## config.mk

```make
export PLATFORM = sky130hd
export DESIGN_NAME = operand_sequencer
export DESIGN_NICKNAME = d
export VERILOG_FILES = /design/src/rtl/operand_sequencer.sv
export SDC_FILE = /design/constraint.sdc
export NUM_CORES = 1
export LEC_CHECK = 0
export CORE_ASPECT_RATIO = 0.7
export CORE_UTILIZATION = 50
export CTS_CLUSTER_DIAMETER = 60
export DETAILED_ROUTE_END_ITERATION = 6
export PLACE_DENSITY = 0.68
export SETUP_SLACK_MARGIN = 0.4
export SYNTH_ARGS = -nofsm -noshare
export SYNTH_HDL_FRONTEND = slang
export SYNTH_SLANG_ARGS = --single-unit
```

## constraint.sdc

```tcl
create_clock -name clk -period 5.3 [get_ports clk]
set_clock_uncertainty 0.15 [all_clocks]
set_input_delay 0.795 -clock clk [delete_from_list [all_inputs] [get_ports clk]]
set_output_delay 0.795 -clock clk [all_outputs]
set_load 0.02 [all_outputs]
```

## src/rtl/operand_sequencer.sv

```systemverilog
// Operand sequencer: collects A, B and opcode bytes from the entry unit, executes, and holds a 16-bit result.
// Optional macro OPSEQ_CHAIN_EN: start in SHOW reuses the low result byte as operand A and skips to GET_B.
module operand_sequencer #(
    parameter int DATA_W = 8
) (
    input  logic                  clk,
    input  logic                  rst_n,
    input  logic                  start,
    input  logic                  clear,
    input  logic [DATA_W-1:0]     value,
    input  logic                  value_ready,
    output logic                  in_enable,
    output logic [1:0]            stage,
    output logic                  busy,
    output logic [2*DATA_W-1:0]   result,
    output logic                  result_valid,
    output logic                  error
);
    localparam int RES_W = 2 * DATA_W;
    localparam int CNT_W = $clog2(DATA_W) + 1;

    typedef enum logic [2:0] {IDLE, GET_A, GET_B, GET_OP, EXEC, SHOW} state_t;

    state_t              state_q, state_d;
    logic [DATA_W-1:0]   a_q, a_d, b_q, b_d, op_q, op_d;
    logic [DATA_W-1:0]   rem_q, rem_d, quo_q, quo_d;
    logic [CNT_W-1:0]    cnt_q, cnt_d;
    logic [RES_W-1:0]    result_q, result_d;
    logic                error_q, error_d;

    logic [2:0]          op_sel;
    logic                op_bad, is_div, b_zero, div_iter, last_iter;
    logic [DATA_W:0]     shifted, diff;
    logic                fits;
    logic [DATA_W-1:0]   rem_nx, quo_nx;
    logic [RES_W-1:0]    ae, be, quick_res;
    logic                quick_err;

    assign op_sel    = op_q[2:0];
    assign op_bad    = |op_q[DATA_W-1:3];
    assign is_div    = (op_sel == 3'd6) || (op_sel == 3'd7);
    assign b_zero    = (b_q == '0);
    assign div_iter  = is_div && !op_bad && !b_zero;
    assign last_iter = (cnt_q == CNT_W'(DATA_W - 1));

    // One restoring step: shift next dividend bit into the remainder, subtract B if it fits.
    assign shifted = {rem_q, quo_q[DATA_W-1]};
    assign diff    = shifted - {1'b0, b_q};
    assign fits    = ~diff[DATA_W];
    assign rem_nx  = fits ? diff[DATA_W-1:0] : shifted[DATA_W-1:0];
    assign quo_nx  = {quo_q[DATA_W-2:0], fits};

    assign ae = {{DATA_W{1'b0}}, a_q};
    assign be = {{DATA_W{1'b0}}, b_q};

    always_comb begin
        quick_res = '0;
        quick_err = 1'b0;
        if (op_bad) begin
            quick_err = 1'b1;
        end else begin
            case (op_sel)
                3'd0:    quick_res = ae + be;
                3'd1:    quick_res = ae - be;
                3'd2:    quick_res = ae * be;
                3'd3:    quick_res = ae & be;
                3'd4:    quick_res = ae | be;
                3'd5:    quick_res = ae ^ be;
                default: begin
                    quick_res = '1;
                    quick_err = 1'b1;
                end
            endcase
        end
    end

    always_ff @(posedge clk or negedge rst_n) begin
        if (!rst_n) state_q <= IDLE;
        else        state_q <= state_d;
    end

    always_comb begin
        state_d = state_q;
        if (clear) begin
            state_d = IDLE;
        end else begin
            case (state_q)
                IDLE:    if (start) state_d = GET_A;
                GET_A:   if (value_ready) state_d = GET_B;
                GET_B:   if (value_ready) state_d = GET_OP;
                GET_OP:  if (value_ready) state_d = EXEC;
                EXEC:    if (!div_iter || last_iter) state_d = SHOW;
                SHOW: begin
`ifdef OPSEQ_CHAIN_EN
                    if (start) state_d = GET_B;
`else
                    if (start) state_d = GET_A;
`endif
                end
                default: state_d = IDLE;
            endcase
        end
    end

    always_comb begin
        in_enable    = 1'b0;
        stage        = 2'd0;
        busy         = 1'b0;
        result_valid = 1'b0;
        case (state_q)
            GET_A:  begin in_enable = 1'b1; stage = 2'd1; end
            GET_B:  begin in_enable = 1'b1; stage = 2'd2; end
            GET_OP: begin in_enable = 1'b1; stage = 2'd3; end
            EXEC:   busy = 1'b1;
            SHOW:   result_valid = 1'b1;
            default: ;
        endcase
        result = result_q;
        error  = error_q;
    end

    always_comb begin
        a_d      = a_q;
        b_d      = b_q;
        op_d     = op_q;
        rem_d    = rem_q;
        quo_d    = quo_q;
        cnt_d    = cnt_q;
        result_d = result_q;
        error_d  = error_q;
        if (clear) begin
            a_d      = '0;
            b_d      = '0;
            op_d     = '0;
            rem_d    = '0;
            quo_d    = '0;
            cnt_d    = '0;
            result_d = '0;
            error_d  = 1'b0;
        end else begin
            case (state_q)
                GET_A:  if (value_ready) a_d = value;
                GET_B:  if (value_ready) b_d = value;
                GET_OP: if (value_ready) begin
                    op_d  = value;
                    rem_d = '0;
                    quo_d = a_q;
                    cnt_d = '0;
                end
                EXEC: begin
                    if (div_iter) begin
                        rem_d = rem_nx;
                        quo_d = quo_nx;
                        cnt_d = cnt_q + CNT_W'(1);
                        if (last_iter) begin
                            result_d = (op_sel == 3'd6) ? {rem_nx, quo_nx}
                                                        : {{DATA_W{1'b0}}, rem_nx};
                            error_d  = 1'b0;
                        end
                    end else begin
                        result_d = quick_res;
                        error_d  = quick_err;
                    end
                end
                SHOW: if (start) begin
                    error_d = 1'b0;
`ifdef OPSEQ_CHAIN_EN
                    a_d     = result_q[DATA_W-1:0];
`endif
                end
                default: ;
            endcase
        end
    end

    always_ff @(posedge clk or negedge rst_n) begin
        if (!rst_n) begin
            a_q      <= '0;
            b_q      <= '0;
            op_q     <= '0;
            rem_q    <= '0;
            quo_q    <= '0;
            cnt_q    <= '0;
            result_q <= '0;
            error_q  <= 1'b0;
        end else begin
            a_q      <= a_d;
            b_q      <= b_d;
            op_q     <= op_d;
            rem_q    <= rem_d;
            quo_q    <= quo_d;
            cnt_q    <= cnt_d;
            result_q <= result_d;
            error_q  <= error_d;
        end
    end
endmodule

```

==> impl_metrics.py <==
metrics = {
    "die": {
        "fp.coreArea_um2": 12600,
        "start_util": 0.520,
        "die_x_um": 139,
        "die_h_um": 97.9,
        "io-pin-count": 35,
        "die-area_um2": 13600,
        "row_count": 34,
    },
    "clocking": {
        "numCtsBuffers": 9,
        "clock_sinks": 64,
        "clk_latency_ps": 340,
        "clk_pin_slew_ps": 60,
        "cts_tree": "done",
        "cts_hold_buf": 0,
        "clk_root_buffer_cell": "clkbuf_16",
        "clockBufferDepth": 2,
        "cts-htree-levels": 3,
    },
    "power": {
        "peakVddDrop_uv": 162,
        "finalPower_mw": 1.48,
        "cellPowerDensity_nw_per_um2": 195,
        "p_leak_nw": 3.53,
    },
    "finish": {
        "layout-drive-gt1-share": 0.0970,
        "area_growth_pct": 15.6,
        "final_util": 0.602,
        "diodes": 0,
        "n_fill_cell": 1094,
        "stdcell_area_um2": 7600,
        "nNetsFinal": 941,
    },
    "job": {
        "maxCapViolations": 0,
    },
    "synthesis": {
        "synth_edf_count": 0,
        "syn-num-nets": 899,
        "yosys_warnings": 0,
        "syn_avg_cell_area_um2": 8.45,
        "synth_seq_cells": 64,
        "yosysUniqueCellTypes": 65,
        "ys_seq_area_frac": 0.244,
        "ys_async_sr_fraction": 1.00,
        "synth_cells": 778,
        "synth_flop_cell": "dfrtp_1",
        "syn_area_um2": 6570,
    },
    "worst_hold_path": {
        "worstHoldPathCells": 2,
        "min_from": "result[12]$_DFFE_PN0P_",
        "worstHoldEndpoint": "result[12]$_DFFE_PN0P_",
        "hold_class": "reg2reg",
    },
    "detailed_routing": {
        "top_layer_used": "met4",
        "wl_met2_mm": 8.86,
        "viasPerCell": 6.11,
        "drt_pass1_iterations": 7,
        "drc": 5,
        "dr_wl_met3_mm": 2.15,
        "drt-initial-drc-count": 724,
        "wl_per_cell_um": 21.6,
        "vias": 6027,
        "wl_met1_mm": 10.1,
        "wl_mm": 21.4,
        "postRouteAntennaNets": 0,
    },
    "global_routing": {
        "antenna_found_initial": 0,
        "grt_pass1_wl_mm": 33.6,
        "grt_overflow": 0,
        "grt_max_degree": 65,
        "grt.total_usage": 0.325,
        "grt_pass1_vias": 5869,
    },
    "worst_setup_path": {
        "critical_path_arrival_ps": 4860,
        "rrSetupSlack_ps": 520,
        "critPathCaptureType": "register",
        "required_ps": 5380,
        "reg2regPathDepth": 16,
        "r2r-end": "result[7]$_DFFE_PN0P_",
        "startpoint_type": "register",
        "r2r_start": "b_q[3]$_DFFE_PN0P_",
        "worstSetupPathType": "reg2reg",
        "path_max_fanout": 5,
    },
    "placement": {
        "io_buffers": 34,
        "gp_congestion": 1.01,
        "place_area_um2": 7160,
        "dp_hpwl_mm": 16.6,
    },
    "sta": {
        "slew_headroom": 0.283,
        "slew_viol_final": 0,
        "worst_slew_pin_slew_ps": 1070,
        "finalSetupViolCount": 0,
        "hold_viol": 0,
        "fin_crit_ps": 4780,
        "max_freq_mhz": 209,
        "rsz0062_at_grt": "no",
        "post-route-period-util": 0.903,
        "setup_tns_ps": 0,
    },
    "run_status": {
        "outcome": "finished with violations",
        "violations": "design-rule violations",
    },
}
placed cells by master (no fill, tap or decap), types with 12 or more instances in the layout:
master           Yosys  routed
mux2i_1             35      35
fa_1                39      39
nand2_1             71      71
nor3_1              15      14
nor2_1             107     107
o21ai_0             23      23
ha_1                69      64
xnor2_1             12      12
a21oi_1             44      43
inv_1               72      66
clkdlybuf4s50_1      0      33
dfrtp_1             64      54
buf_4                1      24
o21ai_1             28      28
worst max-delay path: stages, from the launching register on:
cell and delay [ps]:
dfrtp_1 450, inv_1 200, buf_4 210, nor2_1 70, fa_1 430, fa_1 500
ha_1 290, inv_1 50, fa_1 540, inv_1 50, ha_1 350, a21o_1 250
a21oi_1 190, xor2_1 250, o211ai_1 120, or3_1 310, a32o_1 250
worst max-delay path by stage:
stage | from | end | slack (ps) | depth (start not counted)
floorplan | a_q[1]$_DFFE_PN0P_ | result[13]$_DFFE_PN0P_ | 520 | 16
global placement | b_q[7]$_DFFE_PN0P_ | result[13]$_DFFE_PN0P_ | 420 | 16
detailed placement | b_q[7]$_DFFE_PN0P_ | result[13]$_DFFE_PN0P_ | 270 | 16
CTS | b_q[3]$_DFFE_PN0P_ | result[10]$_DFFE_PN0P_ | 410 | 17
global route | b_q[3]$_DFFE_PN0P_ | result[8]$_DFFE_PN0P_ | 400 | 17
finish | b_q[3]$_DFFE_PN0P_ | result[7]$_DFFE_PN0P_ | 520 | 16
timing repair:
| item | in CTS | in global routing |
|---|---|---|
| buffers inserted | 0 | 5 |
| setup endpoints to repair | 4 | 9 |
| pin swaps | 0 | 5 |
| gates resized for setup | 4 | 25 |
state kept, by name (all words and copies together), names as in the netlist:
| name | cells |
|---|---|
| a_q | 8 |
| b_q | 8 |
| cnt_q | 4 |
| error | 1 |
| op_q | 8 |
| quo_q | 8 |
| rem_q | 8 |
| result | 16 |
| state_q | 3 |
synth_stat cells, types with 10 or more instances:
cell	instances	area [um^2]
nand2b_1	10	62.6
o21ai_1	28	140
nand2_1	71	267
a21oi_1	44	220
nor3_1	15	75.1
mux2i_1	35	350
nor2_1	107	402
o21ai_0	23	115
clkbuf_1	23	86.3
fa_1	39	781
a21o_1	11	82.6
ha_1	69	863
inv_1	72	270
o31ai_1	10	75.1
dfrtp_1	64	1600
xnor2_1	12	105
metrics by stage:
step | worst slack [ps] | std cells | hold WS [ps]
floorplan | 519 | 778 | 315
global placement | 421 | 966 | 317
detailed placement | 266 | 966 | 329
CTS | 406 | 982 | 342
global route | 402 | 987 | 360
finish | 516 | 987 | 335
where the power goes:
part	switching, mW	internal (mW)
Sequential	0.0186	0.499
Clock	0.252	0.465
Combinational	0.153	0.0912
final cells by class:
type	count	area (um^2)	share of cell area
clock buffers	9	225	0.0296
clock inverters	7	125	0.0165
inverters	83	317	0.0417
multi-input cells	603	4590	0.604
flip-flops and latches	64	1610	0.212
well taps	162	203	0.0267
repair buffers	59	527	0.0693
logic make-up (layout without fill, tap and decap cells):
kind of cell	count (synthesis)	in the layout	synth area share
mux	43	43	0.0670
compound gates	185	185	0.184
flops	64	64	0.244
xor+xnor	19	19	0.0253
fa+ha+maj	108	108	0.250
simple gates	248	248	0.166
buf+inv	111	158	0.0647
per-layer routing:
metal | GRT usage | vias to the layer above
met3 | 0.0868 | 27
met4 | 0.0761 | 0
met5 | 0 | -
met2 | 0.468 | 338
met1 | 0.483 | 2888
li1 | - | 2774
Power figures use the tool's default switching activity.
